File: config.mk
export PLATFORM = sky130hd
export DESIGN_NAME = multi_breath_pwm
export DESIGN_NICKNAME = d
export VERILOG_FILES = /design/src/rtl/multi_breath_pwm.sv
export SDC_FILE = /design/constraint.sdc
export NUM_CORES = 1
export LEC_CHECK = 0
export ABC_AREA = 1
export BUFFER_PORTS_ARGS = -buffer_cell sky130_fd_sc_hd__buf_2
export CORE_ASPECT_RATIO = 0.8
export CORE_MARGIN = 5
export CORE_UTILIZATION = 55
export DETAILED_ROUTE_END_ITERATION = 7
export GPL_TIMING_DRIVEN = 0
export PLACE_DENSITY_LB_ADDON = 0.05
export SKIP_LAST_GASP = 1
export SYNTH_ARGS = -nofsm -noshare
export SYNTH_HDL_FRONTEND = slang
export SYNTH_SLANG_ARGS = --single-unit
File: constraint.sdc
create_clock -name clk -period 2 [get_ports clk]
set_input_delay 0.4 -clock clk [delete_from_list [all_inputs] [get_ports clk]]
set_output_delay 0.4 -clock clk [all_outputs]
set_load 0.02 [all_outputs]
File: src/rtl/multi_breath_pwm.sv
// Multi-channel breathing-LED PWM engine: triangle brightness ramp per channel, OFF/ON/BREATHE/FIXED.
// Optional build macro PHASE_SPREAD_EN staggers the reset position of each channel along the triangle.
module multi_breath_pwm #(
  parameter int unsigned CH       = 4,
  parameter int unsigned PWM_W    = 12,
  parameter int unsigned STEP_PER = 1
) (
  input  logic               clk,
  input  logic               rst,
  input  logic               en,
  input  logic [2*CH-1:0]    mode,
  input  logic [PWM_W-1:0]   fix_duty,
  output logic [CH-1:0]      led_ctl,
  output logic               step_tick
);

  localparam int unsigned     MaxI    = (2 ** PWM_W) - 1;
  localparam logic [PWM_W-1:0] Max    = '1;
  localparam int unsigned     PreW    = (STEP_PER > 1) ? $clog2(STEP_PER) : 1;
  localparam logic [PreW-1:0] PreLast = PreW'(STEP_PER - 1);

`ifdef PHASE_SPREAD_EN
  localparam bit Spread = 1'b1;
`else
  localparam bit Spread = 1'b0;
`endif

  localparam logic [1:0] ModeOff   = 2'b00;
  localparam logic [1:0] ModeOn    = 2'b01;
  localparam logic [1:0] ModeFixed = 2'b11;

  // Position of channel i along the 0..2*MAX triangle at reset.
  function automatic int unsigned rst_pos(int unsigned i);
    return Spread ? (i * 2 * MaxI) / CH : 0;
  endfunction

  function automatic logic [PWM_W-1:0] rst_level(int unsigned i);
    int unsigned p;
    p = rst_pos(i);
    return (p <= MaxI) ? PWM_W'(p) : PWM_W'(2 * MaxI - p);
  endfunction

  function automatic logic rst_down(int unsigned i);
    return rst_pos(i) >= MaxI;
  endfunction

  logic [PWM_W-1:0]          cnt_q, cnt_d;
  logic [PreW-1:0]           pre_q, pre_d;
  logic [CH-1:0][PWM_W-1:0]  level_q, level_d;
  logic [CH-1:0][PWM_W-1:0]  duty_q, duty_d;
  logic [CH-1:0]             dir_q, dir_d;  // 1 = ramping down
  logic [CH-1:0]             led_d;
  logic                      wrap, step;

  always_comb begin
    wrap    = en && (cnt_q == Max);
    step    = wrap && (pre_q == PreLast);
    cnt_d   = cnt_q;
    pre_d   = pre_q;
    level_d = level_q;
    dir_d   = dir_q;
    duty_d  = duty_q;
    led_d   = '0;

    if (en) begin
      cnt_d = cnt_q + 1'b1;
    end
    if (wrap) begin
      pre_d = step ? '0 : pre_q + 1'b1;
    end

    for (int unsigned i = 0; i < CH; i++) begin
      if (step) begin
        if (!dir_q[i]) begin
          level_d[i] = level_q[i] + 1'b1;
          if (level_q[i] == Max - 1'b1) dir_d[i] = 1'b1;
        end else begin
          level_d[i] = level_q[i] - 1'b1;
          if (level_q[i] == PWM_W'(1)) dir_d[i] = 1'b0;
        end
      end
      // Latch duty at the frame boundary so mid-frame changes never glitch the output.
      if (wrap) begin
        duty_d[i] = (mode[2*i +: 2] == ModeFixed) ? fix_duty : level_q[i];
      end
      if (en) begin
        case (mode[2*i +: 2])
          ModeOff: led_d[i] = 1'b0;
          ModeOn:  led_d[i] = 1'b1;
          default: led_d[i] = (cnt_q < duty_q[i]);
        endcase
      end
    end
  end

  always_ff @(posedge clk) begin
    if (rst) begin
      cnt_q     <= '0;
      pre_q     <= '0;
      duty_q    <= '0;
      led_ctl   <= '0;
      step_tick <= 1'b0;
      for (int unsigned i = 0; i < CH; i++) begin
        level_q[i] <= rst_level(i);
        dir_q[i]   <= rst_down(i);
      end
    end else begin
      cnt_q     <= cnt_d;
      pre_q     <= pre_d;
      level_q   <= level_d;
      dir_q     <= dir_d;
      duty_q    <= duty_d;
      led_ctl   <= led_d;
      step_tick <= step;
    end
  end

endmodule

==> results.json <==
{
  "path_class": "flip-flop to flip-flop",
  "finClkSkew_ns": 0.00791,
  "seq_power_share_pct": 41.3,
  "crit_path_start_kind": "flip-flop",
  "htree_levels": 4,
  "muxShareOfSynthArea_pct": 0,
  "layout_common_cells": "251 x nand2_1, 246 x nor2_1, 129 x inv_1, 106 x dfxtp_1, 95 x o21ai_0",
  "multi_input_area_mm2": 0.00469,
  "cp.arrival_ns": 2.27,
  "cts_sinks": 118,
  "tightest_slew_ns": 0.841,
  "combPwrFrac_pct": 4.8,
  "cts_root_buffer": "clkbuf_16",
  "wire_per_inst_um": 16.5,
  "mostFrequentLayoutCell": "nand2_1",
  "ys_ff_latch": 118,
  "hold_path.class": "input port to flip-flop",
  "dp.cells": 1413,
  "cts.clk_slew.worst_paths_ns": 0.06,
  "die_area_mm2": 0.0166,
  "route.vias.total": 7960,
  "clockPowerShare_pct": 53.8,
  "p_leak_nw": 3.77,
  "hold_viol_final": 0,
  "overflow": 0,
  "die_y_um": 116,
  "ant_nets": 0,
  "fillers": 1262,
  "drc_errors": 0,
  "seq_area_frac_synth_pct": 30.5,
  "setup_viol": 0,
  "dp_hpwl_um": 16900,
  "grt_pass1_vias": 7121,
  "fmax_mhz": 514,
  "port_buffers": 25,
  "synth_compound_area_share_pct": 16.4,
  "internal_power_mw": 4.37,
  "syn2layout_area_growth_pct": 14.1,
  "reg2regPathDepth": 10,
  "switching_power_mw": 1.33,
  "cp-end-kind": "flip-flop",
  "gp_congestion": 0.936,
  "ys_types": 35,
  "fin_ws_ns": 0.0536,
  "yosysWarningCount": 0,
  "clock_path_buffers": 2,
  "wirelength_um": 24000,
  "synth_xor_area_share_pct": 1.58,
  "track_usage_pct": 29.7,
  "yosys.area_share.simple_pct": 32.2,
  "diodes": 0,
  "synth_fa_ha_area_share_pct": 9.85,
  "switching_share_pct": 23.4,
  "nNetsFinal": 1342,
  "dr.pass1.iters": 5,
  "path_max_fanout": 9,
  "ir_drop_mv": 0.731,
  "cts_buffers": 17,
  "async_flop_share_pct": 0,
  "power_density_mw_per_mm2": 645,
  "slew_headroom_pct": 43.9,
  "fp.dieW_um": 143,
  "cts_tree": "yes",
  "insertion_delay_ns": 0.43,
  "drtIter0Drc": 869,
  "worstHoldPathCells": 3,
  "fp.coreArea_mm2": 0.0137,
  "num_rows": 38,
  "drive_above_1_share_pct": 9.37,
  "syn_area_mm2": 0.00775,
  "grt_start_max_net_pins": 17,
  "total_power_mw": 5.71,
  "cap_violations": 0,
  "via_per_inst": 5.49,
  "period_share_pct": 97.3,
  "synth_top_family_by_area": "simple AND/OR/NAND/NOR gates",
  "pin_count": 28,
  "grt_pass1_wl_um": 37900,
  "synth_nets": 1292,
  "synth-edff-count": 0,
  "start_util_pct": 56.6,
  "min_period_ns": 1.95,
  "crit_required_ns": 2.32,
  "synth_ff_type": "dfxtp_1",
  "outcome": "finished clean",
  "antenna_found_initial": 0,
  "seqCellArea_mm2": 0.00239,
  "finalMaxSlewViolations": 0,
  "syn_area_per_cell_um2": 6.42,
  "synth_cells": 1208,
  "hold_buffers": 0,
  "place_ws_ns": -0.545,
  "stdcell_count": 1450
}
## critical path, cell delays in order (launching register included)
cell	delay, ns
dfxtp_2	0.48
nand2_1	0.12
nor2_2	0.18
nand2_2	0.10
nor2_4	0.21
buf_12	0.15
nand2_8	0.09
nor2_1	0.28
nand3_1	0.11
nand2_1	0.07
nor2_1	0.05
## metal layers
metal	vias up	part of all wire [%]	GRT usage [%]	routed length, um
met3	61	8.3	7.37	2000
met5	-	0	0	0
li1	4020	-	-	-
met2	332	41	43.7	9900
met4	0	3.2	11.3	766
met1	3547	47	42.0	11300
## final timing paths
path                    from  slack (ns)     endpoint
hold reg to reg   duty_q[42]        0.53   duty_q[42]
setup / recovery    cnt_q[5]        0.05  level_q[46]
setup reg to reg    cnt_q[5]        0.05  level_q[46]
hold / removal       mode[2]        0.23   led_ctl[1]
## power by group through the flow
stage / logic [mW] / clock network, mW / registers, mW
floorplan: 0.144 / 0 / 2.42
global placement: 0.252 / 0 / 2.42
detailed placement: 0.255 / 0 / 2.42
CTS: 0.257 / 3.09 / 2.37
global route: 0.301 / 3.19 / 2.36
finish: 0.277 / 3.07 / 2.36
## flip-flops by register name (all words and copies together) (netlist names)
signal	flops
cnt_q	12
step_tick	1
led_ctl	4
dir_q	4
duty_q	48
pre_q	1
level_q	48
## synthesized netlist by cell type, types with 7 or more instances
cell	instances	share of area (%)
nand2_1	252	12
nor2_1	246	12
clkbuf_1	39	1.9
a21oi_1	64	4.1
dfxtp_1	118	30
ha_1	61	9.8
o21ai_1	7	0.45
nor2_2	7	0.57
nand4_1	19	1.5
xor2_1	8	0.90
nor3_1	14	0.90
nand3_1	52	3.4
buf_2	9	0.58
inv_1	129	6.2
a211oi_1	48	4.6
o21ai_0	95	6.1
## logic make-up (layout without fill, tap and decap cells)
logic type / Yosys count / count (layout)
AOI/OAI and AO/OA: 224 / 224
xor gates and xnor gates: 14 / 14
adders and majority gates: 61 / 61
buffers and inverters: 186 / 248
DFF: 118 / 118
and+or+nand+nor: 605 / 605
## stage by stage
step	hold slack, ns	setup TNS (ns)	area [um2]	util (%)
final	0.233	0	8850	64.6
after global routing	0.249	-0.0405	8850	64.6
after CTS	0.225	0	8720	63.7
after detailed placement	0.515	-16.81	8100	59.2
after global placement	0.504	-15.11	8100	59.2
after floorplan	0.474	0	7750	-
## timing repair
item,CTS,global route
setup endpoints to repair,92,81
pin swaps,3,3
setup buffers,1,5
gates resized for setup,15,17
gates cloned,0,1
## layout make-up
cell class	instances	share of cell area, %
clock inverter	9	1.13
sequential	118	27.0
timing repair buffer	32	2.35
clock buffer	22	5.47
inverter	130	5.52
multi-input combinational	904	53.0
tap	180	2.55
buffer	55	2.94
No activity file was read; power rests on OpenSTA's default activity.
